**src/rtl/pipe_types_pkg.sv**
```systemverilog
`default_nettype none
// ============================================================================
//  Module   : pipe_types_pkg
//  Purpose  : Shared pipeline types: payload word, skid FSM states, NOP bubble.
//  Revision : 1.0  initial release
// ============================================================================
package pipe_types_pkg;

   typedef logic [31:0] word_t;

   typedef enum logic [1:0] {
      EMPTY = 2'b00,
      ONE   = 2'b01,
      TWO   = 2'b10
   } skid_state_t;

   localparam word_t NOP_BUBBLE = '0;

endpackage
`default_nettype wire

```
**src/rtl/pipe_sat_counter.sv**
```systemverilog
`default_nettype none
// ============================================================================
//  Module   : pipe_sat_counter
//  Purpose  : Saturating event counter with synchronous clear (clear wins).
//  Revision : 1.0  initial release
// ============================================================================
module pipe_sat_counter #(
   parameter int CNT_W = 16
) (
   input  logic             clk,
   input  logic             rst_n,
   input  logic             inc,
   input  logic             clr,
   output logic [CNT_W-1:0] count
);

   always_ff @(posedge clk or negedge rst_n) begin
      if (!rst_n) begin
         count <= '0;
      end else if (clr) begin
         count <= '0;
      end else if (inc && (count != '1)) begin
         count <= count + CNT_W'(1);
      end
   end

endmodule
`default_nettype wire

```
**src/rtl/pipe_elastic_reg.sv**
```systemverilog
`default_nettype none
// ============================================================================
//  Module   : pipe_elastic_reg
//  Purpose  : Elastic valid/ready pipeline register with flush, NOP bubbles,
//             optional 2-entry skid buffer and a saturating stall counter.
//  Revision : 1.0  initial release
// ============================================================================
module pipe_elastic_reg #(
   parameter int               WIDTH  = 32,
   parameter int               SKID   = 1,
   parameter logic [WIDTH-1:0] BUBBLE = '0,
   parameter int               CNT_W  = 16
) (
   input  logic             CLK,
   input  logic             nRST,
   input  logic             flush,
   input  logic             in_valid,
   output logic             in_ready,
   input  logic [WIDTH-1:0] in_data,
   output logic             out_valid,
   input  logic             out_ready,
   output logic [WIDTH-1:0] out_data,
   output logic [1:0]       occupancy,
   output logic [CNT_W-1:0] stall_cnt,
   input  logic             cnt_clr
);

   import pipe_types_pkg::*;

   logic w_accept;
   logic w_pop;

   assign w_accept = in_valid && in_ready;
   assign w_pop    = out_valid && out_ready;

   generate
      if (SKID != 0) begin : g_skid
         skid_state_t      r_state, w_state_nx;
         logic [WIDTH-1:0] r_main, w_main_nx;
         logic [WIDTH-1:0] r_skid, w_skid_nx;
         logic             r_ready;

         always_comb begin
            w_state_nx = r_state;
            w_main_nx  = r_main;
            w_skid_nx  = r_skid;
            case (r_state)
               EMPTY: begin
                  if (w_accept) begin
                     w_state_nx = ONE;
                     w_main_nx  = in_data;
                  end
               end
               ONE: begin
                  if (w_accept && !w_pop) begin
                     w_state_nx = TWO;
                     w_skid_nx  = in_data;
                  end else if (w_accept && w_pop) begin
                     w_main_nx  = in_data;
                  end else if (w_pop) begin
                     w_state_nx = EMPTY;
                     w_main_nx  = BUBBLE;
                  end
               end
               TWO: begin
                  if (w_pop) begin
                     w_state_nx = ONE;
                     w_main_nx  = r_skid;
                     w_skid_nx  = BUBBLE;
                  end
               end
               default: begin
                  w_state_nx = EMPTY;
                  w_main_nx  = BUBBLE;
                  w_skid_nx  = BUBBLE;
               end
            endcase
            // Flush overrides everything; a same-cycle accept is simply dropped.
            if (flush) begin
               w_state_nx = EMPTY;
               w_main_nx  = BUBBLE;
               w_skid_nx  = BUBBLE;
            end
         end

         always_ff @(posedge CLK or negedge nRST) begin
            if (!nRST) begin
               r_state <= EMPTY;
               r_main  <= BUBBLE;
               r_skid  <= BUBBLE;
               r_ready <= 1'b1;
            end else begin
               r_state <= w_state_nx;
               r_main  <= w_main_nx;
               r_skid  <= w_skid_nx;
               r_ready <= (w_state_nx != TWO);
            end
         end

         assign in_ready  = r_ready;
         assign out_valid = (r_state != EMPTY);
         assign out_data  = r_main;
         assign occupancy = 2'(r_state);
      end else begin : g_single
         logic [WIDTH-1:0] r_main;
         logic             r_valid;

         always_ff @(posedge CLK or negedge nRST) begin
            if (!nRST) begin
               r_main  <= BUBBLE;
               r_valid <= 1'b0;
            end else if (flush) begin
               r_main  <= BUBBLE;
               r_valid <= 1'b0;
            end else if (w_accept) begin
               r_main  <= in_data;
               r_valid <= 1'b1;
            end else if (w_pop) begin
               r_main  <= BUBBLE;
               r_valid <= 1'b0;
            end
         end

         assign in_ready  = !r_valid || out_ready;
         assign out_valid = r_valid;
         assign out_data  = r_main;
         assign occupancy = {1'b0, r_valid};
      end
   endgenerate

   pipe_sat_counter #(
      .CNT_W (CNT_W)
   ) u_stall_cnt (
      .clk   (CLK),
      .rst_n (nRST),
      .inc   (out_valid && !out_ready),
      .clr   (cnt_clr),
      .count (stall_cnt)
   );

endmodule
`default_nettype wire

```
**config.mk**
```make
export PLATFORM = sky130hd
export DESIGN_NAME = pipe_elastic_reg
export DESIGN_NICKNAME = d
export VERILOG_FILES = /design/src/rtl/pipe_types_pkg.sv /design/src/rtl/pipe_sat_counter.sv /design/src/rtl/pipe_elastic_reg.sv
export SDC_FILE = /design/constraint.sdc
export NUM_CORES = 1
export LEC_CHECK = 0
export ABC_AREA = 0
export BUFFER_PORTS_ARGS = -buffer_cell sky130_fd_sc_hd__buf_2
export CAP_MARGIN = 20
export CELL_PAD_IN_SITES_DETAIL_PLACEMENT = 0
export CELL_PAD_IN_SITES_GLOBAL_PLACEMENT = 2
export CORE_AREA = 5 5 123 125
export DETAILED_ROUTE_END_ITERATION = 12
export DIE_AREA = 0 0 128 130
export GPL_TIMING_DRIVEN = 0
export PLACE_DENSITY_LB_ADDON = 0.1
export SLEW_MARGIN = 20
export SYNTH_ARGS = -nofsm -noshare
export SYNTH_HDL_FRONTEND = slang
export SYNTH_SLANG_ARGS = --single-unit
```
**constraint.sdc**
```tcl
create_clock -name CLK -period 2.4 [get_ports CLK]
set_input_delay 0.24 -clock CLK [delete_from_list [all_inputs] [get_ports CLK]]
set_output_delay 0.24 -clock CLK [all_outputs]
set_load 0.05 [all_outputs]
```
==> results.sh, run 1 <==
export IMPL_holdCritStartpoint="in_data[1]"
export IMPL_worstSetupStartpointType="flop"
export IMPL_syn2layout_area_growth_pct=25.9
export IMPL_gp_congestion=0.763
export IMPL_finalHoldViolations=0
export IMPL_numPortBuffers=86
export IMPL_placed_area_um2=4740
export IMPL_cts_max_path_buffers=2
export IMPL_drtIter0Drc=132
export IMPL_hold_path_class="in2reg"
export IMPL_start_util_pct=29.4
export IMPL_dr_max_layer_used="met4"
export IMPL_nNetsFinal=506
export IMPL_dr_wl_met3_um=687
export IMPL_final_area_um2=5100
export IMPL_met1_length_mm=5.34
export IMPL_cp_max_fo=10
export IMPL_peakVddDrop_mv=0.492
export IMPL_layout_drive_gt1_share_pct=31.2
export IMPL_syn_area_per_cell_um2=11.0
export IMPL_synth_seq_cells=83
export IMPL_grt_overflow_total=0
export IMPL_hold_end="g_skid.r_skid[1]"
export IMPL_grt_pass1_vias=3176
export IMPL_leakagePower_nw=2.45
export IMPL_status="complete, no violations"
export IMPL_regArea_um2=2080
export IMPL_fmax_mhz=504
export IMPL_io_pins=90
export IMPL_multi_input_area_um2=1720
export IMPL_cts_buffers=9
export IMPL_dp_hpwl_mm=7.70
export IMPL_cap_violations=0
export IMPL_syn_inst=368
export IMPL_grt_pass1_wl_mm=17.6
export IMPL_ys_seq_area_share_pct=51.3
export IMPL_hold_depth=3
export IMPL_synth_flop_cell="dfrtp_1"
export IMPL_routedWlPerCell_um=16.9
export IMPL_grt_max_degree=48
export IMPL_nFillCells=1457
export IMPL_finalCritPeriodShare_pct=82.7
export IMPL_vias_per_cell=4.75
export IMPL_setup_violations=0
export IMPL_maxSlewHeadroom_pct=58.1
export IMPL_synth_edf_count=0
export IMPL_std_cell_rows=43
export IMPL_antenna_cells=0
export IMPL_syn_nets=407
export IMPL_route_met2_wl_mm=4.91
export IMPL_coreArea_um2=13800
export IMPL_critPathCaptureType="flop"
export IMPL_die_h_um=130
export IMPL_rsz0062_at_grt="false"
export IMPL_final_max_slew_viol_count=0
export IMPL_yosysUniqueCellTypes=48
export IMPL_clock_root_buffer="clkbuf_16"
export IMPL_crit_type="reg2reg"
export IMPL_ant_nets=0
export IMPL_cts_tree="yes"
export IMPL_regToRegSetupSlack_ns=0.42
export IMPL_track_usage_pct=13.7
export IMPL_ys_warn_count=0
export IMPL_postCtsSetupBuffers=0
export IMPL_antenna_found_initial=0
export IMPL_tns_ns=0
export IMPL_reg2reg_to="out_data[26]"
export IMPL_fin_crit_ns=1.98
export IMPL_cts_sinks=83
export IMPL_drt_total_wl_mm=11.0
export IMPL_die_w_um=128
export IMPL_required_ns=2.62
export IMPL_synthArstFlopShare_pct=100
export IMPL_worstPathArrival_ns=2.21
export IMPL_path_clk_slew_ns=0.06
export IMPL_htreeDepth=3
export IMPL_worstMarginPinSlew_ns=0.627
export IMPL_insertion_delay_ns=0.34
export IMPL_dr_pass1_iters=4
export IMPL_remaining_drc_errors=0
export IMPL_cts_hold_fix_buffers=1
export IMPL_syn_area_um2=4050
export IMPL_skew_ns=0.00333
export IMPL_cts_resized=0
export IMPL_regToRegStartpoint="occupancy[1]"
export IMPL_fp_dieArea_um2=16600
export IMPL_worstRegToRegCells=6
export IMPL_p_per_area_nw_per_um2=750
export IMPL_finalPower_mw=3.82
export IMPL_vias=3092
cell usage after synthesis, types with 2 or more instances:
cell type / n / area [um2]
buf_6: 3 / 33.8
or2_2: 2 / 12.5
a21oi_1: 14 / 70.1
a21o_1: 2 / 15.0
and4_1: 2 / 17.5
o31ai_1: 5 / 37.5
mux2i_1: 33 / 330
nor2_1: 7 / 26.3
dfrtp_1: 82 / 2050
nand2_1: 40 / 150
o2bb2ai_1: 11 / 96.3
or3_1: 8 / 50.1
clkbuf_1: 10 / 37.5
nand3_1: 7 / 35.0
nand4_1: 3 / 18.8
nor4_1: 2 / 12.5
mux2_2: 22 / 248
o21ai_0: 7 / 35.0
buf_2: 7 / 35.0
and3_1: 2 / 12.5
a22o_1: 21 / 184
or4_1: 4 / 30.0
a22oi_1: 11 / 82.6
nand3b_1: 2 / 15.0
nor2b_1: 2 / 12.5
inv_1: 37 / 139
cells in the final DEF, fill, tap and decap left out, drive strengths merged, types with 3 or more instances in the layout:
cell type  instances
mux2i             33
dfrtp             82
o2bb2ai           11
bufinv             3
nand2             40
a22o              21
a22oi             11
o21ai              8
or4                4
a21oi             15
nor2               7
inv               37
or3                8
clkbuf            21
mux2              22
o31ai              5
nand3              7
nand4              5
buf               99
worst max-delay path by stage:
stage / end / slack (ns) / start / cells past startpoint
finish: out_data[26] / 0.42 / occupancy[1] / 6
floorplan: u_stall_cnt.count[14] / 0.42 / u_stall_cnt.count[0] / 5
global placement: g_skid.r_skid[15] / 0.18 / nRST / 1
CTS: out_data[26] / 0.37 / occupancy[1] / 6
global route: out_data[25] / 0.24 / occupancy[1] / 6
detailed placement: out_data[26] / 0.39 / occupancy[1] / 6
worst max-delay path, stage by stage, from the launching register on:
cell	delay [ns]
dfrtp_1	0.42
buf_2	0.21
inv_1	0.10
a31oi_1	0.08
nor2_1	0.31
buf_2	0.37
mux2_2	0.37
cell type report:
class                   count  share of cell area, %
clock inverters             4                   1.91
inverters                  37                   2.72
well taps                 180                   4.42
plain buffers              22                   2.31
repair buffers             88                   9.30
flip-flops and latches     83                   40.8
multi-input cells         226                   33.6
clock buffers              11                   4.96
routing by layer:
metal / up-vias / track usage (%)
met5: - / 0
met4: 0 / 3.12
met3: 5 / 5.16
met2: 65 / 21.1
met1: 1524 / 18.5
li1: 1498 / -
per-stage QoR:
stage          hold slack (ns)  instances  setup WS [ns]  utilization, %
4_1_cts                  0.124        651          0.372            37.0
5_1_grt                  0.136        651          0.243            37.0
3_5_place_dp             0.176        635          0.392            34.4
3_3_place_gp             0.471        634          0.181            34.2
2_1_floorplan          -0.0556        368          0.415               -
6_report                 0.145        651          0.415            37.0
kinds of logic (layout without fill, tap and decap cells):
family | count (synthesis) | count (layout) | synth area share, %
XOR/XNOR | 2 | 2 | 0.433
adder cells (fa/ha/maj) | 1 | 1 | 0.309
AND/OR/NAND/NOR | 87 | 87 | 11.4
flip-flops | 83 | 83 | 51.3
AO/OA/AOI/OAI | 81 | 81 | 15.9
buffers and inverters | 59 | 162 | 6.33
multiplexers | 55 | 55 | 14.3
registers in the layout, summed over array words and instances (netlist names):
name and cells:
occupancy 2, in_ready 1, out_data 32, u_stall_cnt.count 16, g_skid.r_skid 32
where the power goes:
group	internal, mW	leakage [nW]	total (mW)	switching (mW)
Combinational	0.207	1.16	0.657	0.450
Clock	1.07	0.168	1.64	0.568
Sequential	1.48	1.12	1.53	0.0474
Power figures use the tool's default switching activity.
==> run 2: changes to the inputs <==
Clock period 2.4 ns to 1.8 ns, I/O delays scaled along.
==> run 2 against run 1 <==
Critical path depth down 1. Combinational power up 42%. Global-route usage down 0.083 points. Wire length up 1.2%. Sequential share of layout area down 0.56 points. Sequential power up 33%. Via count up 3.4%. Largest power group is now sequential cells. Cell count up 1.8%.
==> results.sh, run 2 (same netlist as run 1, synthesis figures left out) <==
export IMPL_drt_total_wl_mm=11.2
export IMPL_layout_drive_gt1_share_pct=38.9
export IMPL_die_w_um=128
export IMPL_crit_type="reg2reg"
export IMPL_finalHoldViolations=0
export IMPL_cts_tree="yes"
export IMPL_antenna_cells=0
export IMPL_numPortBuffers=86
export IMPL_cellInternalPower_mw=3.30
export IMPL_start_util_pct=29.4
export IMPL_seq_power_share_pct=42.9
export IMPL_fmax_mhz=588
export IMPL_cp_depth=5
export IMPL_io_pins=90
export IMPL_grt_max_degree=46
export IMPL_fin_crit_ns=1.70
export IMPL_finalCritPeriodShare_pct=94.5
export IMPL_endpoint="g_skid.r_skid[13]"
export IMPL_antenna_found_initial=2
export IMPL_regToRegSetupSlack_ns=0.1
export IMPL_remaining_drc_errors=0
export IMPL_tns_ns=0
export IMPL_path_delay_family="flip-flops"
export IMPL_final_max_slew_viol_count=0
export IMPL_place_ws_ns=-0.223
export IMPL_power_switching_mw=1.45
export IMPL_htreeDepth=3
export IMPL_maxSlewHeadroom_pct=59.1
export IMPL_cp_cell_sequence="buf_4, or2_2, a21oi_4, buf_6, mux2i_1"
export IMPL_grt_pass1_vias=3200
export IMPL_dp_hpwl_mm=7.58
export IMPL_finalPower_mw=4.75
export IMPL_vias_per_cell=4.82
export IMPL_p_per_area_nw_per_um2=910
export IMPL_required_ns=2.06
export IMPL_setup_ws_ns=0.0993
export IMPL_insertion_delay_ns=0.34
export IMPL_startpoint="occupancy[0]"
export IMPL_path_clk_slew_ns=0.06
export IMPL_worstMarginPinSlew_ns=0.614
export IMPL_worstRegToRegCells=5
export IMPL_std_cell_rows=43
export IMPL_cts_max_path_buffers=2
export IMPL_layout_cells_most_common_list="buf_2, dfrtp_1, nand2_1"
export IMPL_syn2layout_area_growth_pct=28.9
export IMPL_drtIter0Drc=137
export IMPL_setup_violations=0
export IMPL_clockPowerShare_pct=37.4
export IMPL_cts_buffers=9
export IMPL_hold_path_class="in2reg"
export IMPL_post_route_util_pct=37.9
export IMPL_dr_pass1_iters=4
export IMPL_crit_buf_inv=2
export IMPL_grt_overflow_total=0
export IMPL_fp_dieArea_um2=16600
export IMPL_cts_sinks=83
export IMPL_regToRegStartpoint="occupancy[0]"
export IMPL_grt_pass1_wl_mm=17.5
export IMPL_gp_congestion=0.705
export IMPL_crit_path_max_incr_delay_ns=0.42
export IMPL_p_comb_share_pct=19.6
export IMPL_crit_slowest_cell="dfrtp_2"
export IMPL_track_usage_pct=13.7
export IMPL_die_h_um=130
export IMPL_vias=3197
export IMPL_peakVddDrop_mv=0.345
export IMPL_coreArea_um2=13800
export IMPL_ant_nets=0
export IMPL_worstPathArrival_ns=1.96
export IMPL_nNetsFinal=517
export IMPL_critPathCaptureType="flop"
export IMPL_final_common_cell="buf_2"
export IMPL_reg2reg_to="g_skid.r_skid[13]"
export IMPL_switching_share_pct=30.5
export IMPL_status="complete, no violations"
export IMPL_skew_ns=0.00528
export IMPL_clock_root_buffer="clkbuf_16"
export IMPL_cap_violations=0
export IMPL_leakagePower_nw=2.47
export IMPL_rsz0062_at_grt="false"
export IMPL_worstSetupStartpointType="flop"
export IMPL_routedWlPerCell_um=16.8
export IMPL_cp_max_fo=10
==> run 2: stage by stage <==
step	std cells	cell area, um2	hold WS, ns
2_1_floorplan	368	4070	-0.116
3_3_place_gp	634	4730	0.434
3_5_place_dp	635	4760	0.125
4_1_cts	653	5090	0.0658
5_1_grt	663	5220	0.0877
6_report	663	5220	0.0817
==> run 2: timing repair <==
item / in CTS / in global routing
hold endpoints to repair: 38 / 0
gates cloned: 0 / 2
hold buffers: 1 / 0
endpoints found under the setup margin: 62 / 66
setup buffers: 1 / 8
pin swaps: 1 / 5
gates resized for setup: 9 / 29
==> run 2: routing by layer <==
| layer | track usage (%) | part of all wire [%] | up-vias |
|---|---|---|---|
| met1 | 18.6 | 48 | 1574 |
| met4 | 5.43 | 1.8 | 4 |
| met5 | 0 | 0.29 | - |
| met3 | 3.52 | 5.1 | 16 |
| met2 | 20.8 | 45 | 72 |
| li1 | - | - | 1531 |
==> run 2: worst min path at each step <==
| stage | slack [ns] | depth (start not counted) | endpoint | startpoint |
|---|---|---|---|---|
| global placement | 0.43 | 3 | g_skid.r_skid[29] | in_data[29] |
| CTS | 0.07 | 3 | g_skid.r_skid[16] | in_data[16] |
| finish | 0.08 | 3 | g_skid.r_skid[4] | in_data[4] |
| global route | 0.09 | 3 | g_skid.r_skid[11] | in_data[11] |
| detailed placement | 0.13 | 1 | u_stall_cnt.count[11] | nRST |
| floorplan | -0.12 | 0 | g_skid.r_skid[0] | nRST |
==> run 2: power by group through the flow <==
stage                     combinational, mW  sequential [mW]  clock, mW
final                                 0.933             2.04       1.78
after global routing                   1.01             2.05       1.91
after CTS                             0.905             2.04       1.84
after detailed placement              0.891             2.08          0
after global placement                0.876             2.08          0
after floorplan                       0.335             2.34          0
==> run 2: cell type report <==
type | instances | area, um2
inverter | 37 | 139
clock inverter | 4 | 25.0
timing repair buffer | 99 | 564
multi-input combinational | 226 | 1760
buffer | 22 | 149
sequential | 83 | 2100
tap | 180 | 225
clock buffer | 12 | 256
fill | 1438 | 8550
==> run 2: worst register-to-register path: cells and delay by family (launching register included) <==
kind,cells,cell delay [ns]
flip-flops,1,0.42
multiplexers,1,0.22
AND/OR/NAND/NOR,1,0.33
AO/OA/AOI/OAI,1,0.25
buffers and inverters,2,0.40
